===== src/rtl/lxp32_sram_ctrl.sv =====
// Wishbone-classic slave driving one port of an SRAM2RW-style macro; every pin is a flop output.
// Ack in cycle 4 for reads/full writes, cycle 7 for partial-write RMW, cycle 1 for sel=0 writes.
module lxp32_sram_ctrl #(
    parameter int ADDR_W = 7,
    parameter int DATA_W = 32
) (
    input  logic                  clk_i,
    input  logic                  rstn_i,
    input  logic                  wbs_cyc_i,
    input  logic                  wbs_stb_i,
    input  logic                  wbs_we_i,
    input  logic [DATA_W/8-1:0]   wbs_sel_i,
    input  logic [ADDR_W-1:0]     wbs_adr_i,
    input  logic [DATA_W-1:0]     wbs_dat_i,
    output logic [DATA_W-1:0]     wbs_dat_o,
    output logic                  wbs_ack_o,
    output logic [ADDR_W-1:0]     sram_a_o,
    output logic                  sram_ce_o,
    output logic                  sram_csb_o,
    output logic                  sram_web_o,
    output logic                  sram_oeb_o,
    output logic [DATA_W-1:0]     sram_i_o,
    input  logic [DATA_W-1:0]     sram_o_i
);
    localparam int SEL_W = DATA_W / 8;

    typedef enum logic [2:0] {
        IDLE, R_SETUP, R_STROBE, R_HOLD, W_SETUP, W_STROBE, W_HOLD, ACK
    } state_t;

    state_t              state_q, state_d;
    logic                we_q, we_d;
    logic [SEL_W-1:0]    sel_q, sel_d;
    logic [DATA_W-1:0]   dat_q, dat_d;
    logic                abort_q, abort_d;
    logic [ADDR_W-1:0]   a_q, a_d;
    logic [DATA_W-1:0]   i_q, i_d;
    logic [DATA_W-1:0]   rdat_q, rdat_d;
    logic                ce_q, ce_d, csb_q, csb_d, web_q, web_d, oeb_q, oeb_d;
    logic                ack_q, ack_d;
    logic [DATA_W-1:0]   merged;

    always_comb begin
        merged = sram_o_i;
        for (int n = 0; n < SEL_W; n++) begin
            if (sel_q[n]) merged[8*n +: 8] = dat_q[8*n +: 8];
        end
    end

    always_comb begin
        state_d = state_q;
        we_d    = we_q;
        sel_d   = sel_q;
        dat_d   = dat_q;
        a_d     = a_q;
        i_d     = i_q;
        rdat_d  = rdat_q;
        // Once cyc drops during a sequence, the sequence still finishes but is never acked.
        abort_d = abort_q | ~wbs_cyc_i;
        case (state_q)
            IDLE: begin
                abort_d = 1'b0;
                if (wbs_cyc_i && wbs_stb_i) begin
                    we_d  = wbs_we_i;
                    sel_d = wbs_sel_i;
                    dat_d = wbs_dat_i;
                    a_d   = wbs_adr_i;
                    if (!wbs_we_i) begin
                        state_d = R_SETUP;
                    end else if (wbs_sel_i == '1) begin
                        state_d = W_SETUP;
                        i_d     = wbs_dat_i;
                    end else if (wbs_sel_i == '0) begin
                        state_d = ACK;
                    end else begin
                        state_d = R_SETUP;
                    end
                end
            end
            R_SETUP:  state_d = R_STROBE;
            R_STROBE: state_d = R_HOLD;
            R_HOLD: begin
                if (we_q) begin
                    i_d     = merged;
                    state_d = W_SETUP;
                end else begin
                    rdat_d  = sram_o_i;
                    state_d = ACK;
                end
            end
            W_SETUP:  state_d = W_STROBE;
            W_STROBE: state_d = W_HOLD;
            W_HOLD:   state_d = ACK;
            default:  state_d = IDLE;
        endcase

        // Pin values are decoded from the next state so they land on flops.
        ce_d  = (state_d == R_STROBE) || (state_d == W_STROBE);
        csb_d = !(state_d inside {R_SETUP, R_STROBE, R_HOLD, W_SETUP, W_STROBE, W_HOLD});
        web_d = !(state_d inside {W_SETUP, W_STROBE, W_HOLD});
        oeb_d = !(state_d inside {R_SETUP, R_STROBE, R_HOLD});
        ack_d = (state_d == ACK) && wbs_cyc_i && !abort_d;
    end

    always_ff @(posedge clk_i) begin
        if (!rstn_i) begin
            state_q <= IDLE;
            we_q    <= 1'b0;
            sel_q   <= '0;
            dat_q   <= '0;
            abort_q <= 1'b0;
            a_q     <= '0;
            i_q     <= '0;
            rdat_q  <= '0;
            ce_q    <= 1'b0;
            csb_q   <= 1'b1;
            web_q   <= 1'b1;
            oeb_q   <= 1'b1;
            ack_q   <= 1'b0;
        end else begin
            state_q <= state_d;
            we_q    <= we_d;
            sel_q   <= sel_d;
            dat_q   <= dat_d;
            abort_q <= abort_d;
            a_q     <= a_d;
            i_q     <= i_d;
            rdat_q  <= rdat_d;
            ce_q    <= ce_d;
            csb_q   <= csb_d;
            web_q   <= web_d;
            oeb_q   <= oeb_d;
            ack_q   <= ack_d;
        end
    end

    assign wbs_dat_o  = rdat_q;
    assign wbs_ack_o  = ack_q;
    assign sram_a_o   = a_q;
    assign sram_ce_o  = ce_q;
    assign sram_csb_o = csb_q;
    assign sram_web_o = web_q;
    assign sram_oeb_o = oeb_q;
    assign sram_i_o   = i_q;
endmodule


===== config.mk =====
export PLATFORM = sky130hd
export DESIGN_NAME = lxp32_sram_ctrl
export DESIGN_NICKNAME = d
export VERILOG_FILES = /design/src/rtl/lxp32_sram_ctrl.sv
export SDC_FILE = /design/constraint.sdc
export NUM_CORES = 1
export LEC_CHECK = 0
export ABC_AREA = 1
export CAP_MARGIN = 30
export CORE_ASPECT_RATIO = 0.7
export CORE_MARGIN = 5
export CORE_UTILIZATION = 36
export CTS_CLUSTER_DIAMETER = 120
export DETAILED_ROUTE_END_ITERATION = 12
export PLACE_DENSITY = 0.68
export SYNTH_ARGS = -nofsm -noshare
export SYNTH_HDL_FRONTEND = slang
export SYNTH_SLANG_ARGS = --single-unit

===== constraint.sdc =====
create_clock -name clk_i -period 1.62 [get_ports clk_i]
set_clock_uncertainty 0.1 [all_clocks]
set_input_delay 0.486 -clock clk_i [delete_from_list [all_inputs] [get_ports clk_i]]
set_output_delay 0.486 -clock clk_i [all_outputs]
set_load 0.02 [all_outputs]

* Word level (Yosys, flattened, before mapping)
Index checks and enable logic that the tools add are counted.
Word-level totals: logic and storage cells 67, flip-flop bits (word level) 117, input port bits 80, output and inout bits 76
Cells by class: muxes and demuxes 16, reduce and logical (&&, ||, !) cells 17, bitwise operators 3, eq/ne operators 18
Operators by type and width (number):
- $mux W32 | 4
- $pmux W32 S2 | 1
- $mux W8 | 4
- $eq A3 B3 Y1 const B | 7
- $pmux W3 S7 | 1
- $eq A3 B2 Y1 const B | 4
- $mux W3 | 4
- $ne A2 B2 Y1 const B | 4
- $eq A3 B1 Y1 const B | 2
- $reduce_bool A3 Y1 | 2
- $reduce_bool A6 Y1 | 1
- $reduce_and A5 Y1 | 1
- $eq A4 B4 Y1 const B | 1
- $logic_not A1 Y1 | 4
- $logic_not A4 Y1 | 1
- $reduce_and A2 Y1 | 2
- $logic_and A1 B1 Y1 | 3
- $logic_not A3 Y1 | 1
- $mux W2 | 1
- $not A1 Y1 | 2
- $reduce_bool A2 Y1 | 1
- $logic_or A1 B1 Y1 | 1
- $mux W1 | 1
- $or A1 B1 Y1 | 1

* Longest topological paths before layout
word-level depth 9, mapped depth 9, mapped depth without buffers 9

* Worst setup path after synthesis
OpenSTA, ideal clock, no wires.
path kind register to register, start point register state_q[1], end point register i_q[0], in the netlist sram_i_o[0], arrival time 1.245 ns, library setup time 0.116 ns, slack 0.159 ns, stages on the path, launching flop included 9, data required time 1.404 ns, path through dfxtp_1 > nand2_2 > nor2_4 > inv_2 > nand2_2 > nand3_4 > buf_6 > o21ai_1 > a21oi_1
On the way: cells in the longest elaborated chain, start to end 3
Ends and longest elaborated chain:
- start, declared | RTL line 31 | state_t state_q, state_d;
- start signal, assigned | RTL line 121 | state_q <= state_d;
- $eq A3 B2 Y1 or $logic_not A3 Y1 (tied branches) | RTL line 60 | case (state_q)
- $ne A2 B2 Y1 (no source line) or $reduce_bool A2 Y1 (tied branches)
- $reduce_and A5 Y1 (no source line)
- end signal, assigned | RTL line 127 | i_q <= i_d;
- end, declared | RTL line 37 | logic [DATA_W-1:0] i_q, i_d;
Several ways; a longest one is shown, not always the timed one. A chain may end at the register's enable or synchronous reset.

* Worst setup path in the final report
start point register i_q[29], in the netlist sram_i_o[29], end point output sram_i_o[29]
RTL lines:
- end, declared | RTL line 22 | output logic [DATA_W-1:0] sram_i_o,
No word-level cell between the ends.

==> reports/results.txt <==
DR iter-0 viols: 221
later-pin clock latency in the skew report: 410 ps
worst reg2reg path endpoint: sram_i_o[27]
hold path cells: 2
vias in the first global route: 4,575
CP peak stage delay: 340 ps
sequential cell area: 0.00235 mm2
CP bufs+invs: 1
first-pass GRT wire length: 23,200 um
part of the cycle the worst path needs: 0.983
HPWL Detailed: 10,100 um
H-tree levels: 4
Critical Path AT: 1010 ps
Core Region: 0.0133 mm2
Mapped Nets: 793
fin util: 0.572
max_cap viols: 0
die area: 0.0163 mm2
Buffers on Ports: 155
commonest register cell after synthesis: dfxtp_1
Clock Tree Root: clkbuf_16
Top delay family on crit path: flip-flops
Layout area overhead: 53.6%
drt total wl: 15,700 um
post-synthesis sequential area ratio: 0.472
Syn Inst Count: 713
Finished Layout Cells: 1,087
Crit Path Max Fanout: 2
vias: 5,087
Initial Util: 0.373
Die X: 150 um
antenna cell count: 0
flop2flop setup slack: 40 ps
first-pass iteration count of the detailed router: 4
die height: 108 um
initial antenna violation count: 1
setup violators final: 0
Routed Antenna Nets: 0
CTS Hold Buffers Added: 0
DR WL/cell: 14.4 um
CP max stage cell: dfxtp_1
largest net degree at the start of global routing: 65
placed cells: 1,045
Overflow after GRT: 0
fmax: 628 MHz
synthesized area: 0.00496 mm2
YS warnings: 0
Power Density: 1750 mW/mm2
Fill cells: 1,333
R2R cell count: 9
Slew headroom: 0.626
final net count: 970
IR drop worst, VDD: 0.804 mV
Vias/cell: 4.68
post-synthesis cell type count: 17
clock sinks: 117
EDFF count, synth: 0
Pleak: 3.42 nW
setup tns final: 0 ps
Final Hold Violating Endpoints: 0
CTS buffer count: 17
Multi-input gate area: 0.00220 mm2
Clock Path Buffers: 2
status: complete, no violations
FF-to-FF Start: state_q[0]
hold_ws: 338 ps
most frequent cells in the layout: nand2_1 (143), dfxtp_1 (114), o21ai_0 (109)
GPL Wtd Cong: 0.767
Setup crit start kind: register
fraction of registers with async set/reset: 0
crit path time final: 1590 ps
most common cell after layout, fill and taps aside: nand2_1
CTS tree: built
WS Path Type: register to output port
share of cells above drive strength 1: 0.221
Worst-path clk slew: 60 ps
worst-margin pin slew: 560 ps
final slew viol count: 0
mean post-synth cell area: 6.96 um2
Power Total: 13.3 mW
Ports: 156
# rows: 35
GRT Resource Usage Total: 0.180
Hold Path Sink: sram_i_o[27]
Critical Path End Type: output port
Tightest Hold Check Type: register to register
drt drc: 0
flops & latches, synth: 117
crit path cell chain: clkdlybuf4s15_2
hold_sp: sram_i_o[27]
Critical Path RT: 1030 ps
-- synth_stat cells, types with 5 or more instances --
master    count  area (um2)
nand2_1     145         544
dfxtp_1     117        2340
o21ai_0     112         561
nor2_1       95         357
inv_1        76         285
a21oi_1      71         355
o21ai_1      32         160
clkbuf_1     25        93.8
buf_2        14        70.1
nand3_1       7        35.0
buf_6         6        67.6
inv_2         5        18.8
-- area by class of cell --
type                            instances  area share
Tap cell                              185      0.0304
Inverter                               81      0.0399
Clock inverter                         12      0.0205
Sequential cell                       117       0.309
Multi-Input combinational cell        470       0.289
Clock buffer                           19      0.0581
Timing Repair Buffer                  203       0.253
-- state kept, by name (all words and copies together), names as in the netlist --
name	count
dat_q	32
state_q	3
we_q	1
sram_i_o	32
wbs_dat_o	32
abort_q	1
sram_web_o	1
sram_ce_o	1
sram_a_o	7
wbs_ack_o	1
sram_oeb_o	1
sram_csb_o	1
sel_q	4
-- through the flow --
step                setup slack [ps]  cell area, um2
global placement                -473            6870
floorplan                        159            4960
CTS                            0.540            7590
detailed placement              -480            6870
finish                          26.8            7620
global route                   -23.9            7620
-- kinds of logic (layout without fill, tap and decap cells) --
family                 Yosys count  after routing  synth area share
AOI/OAI and AO/OA              215            215             0.217
and+or+nand+nor                255            255             0.203
DFF                            117            117             0.472
buffers and inverters          126            315             0.108
-- where the power goes --
part / leakage, nW / switching, mW / total (mW) / internal (mW)
registers: 0.960 / 0.364 / 3.93 / 3.56
logic: 2.18 / 3.04 / 5.60 / 2.56
clock network: 0.281 / 1.35 / 3.80 / 2.45
-- routing by layer --
metal	vias up	routed length (um)	GRT usage
met5	-	13	0
met4	2	167	0.0457
met3	19	1060	0.0641
met2	147	6750	0.264
met1	2296	7710	0.252
li1	2623	-	-
-- how the worst max path moves through the flow --
stage | startpoint | endpoint | depth (start not counted)
global route | state_q[0] | sram_i_o[1] | 9
CTS | sram_i_o[19] | sram_i_o[19] | 1
global placement | wbs_cyc_i | dat_q[30] | 8
finish | sram_i_o[29] | sram_i_o[29] | 1
detailed placement | wbs_cyc_i | sel_q[2] | 8
floorplan | state_q[1] | sram_i_o[0] | 8
-- timing repair --
| action | in CTS | in global routing |
|---|---|---|
| gates cloned | 1 | 6 |
| setup buffers | 1 | 3 |
| gates resized for setup | 248 | 80 |
| setup endpoints to repair | 139 | 86 |
| pin swaps | 5 | 10 |
No activity file was read; power rests on OpenSTA's default activity.
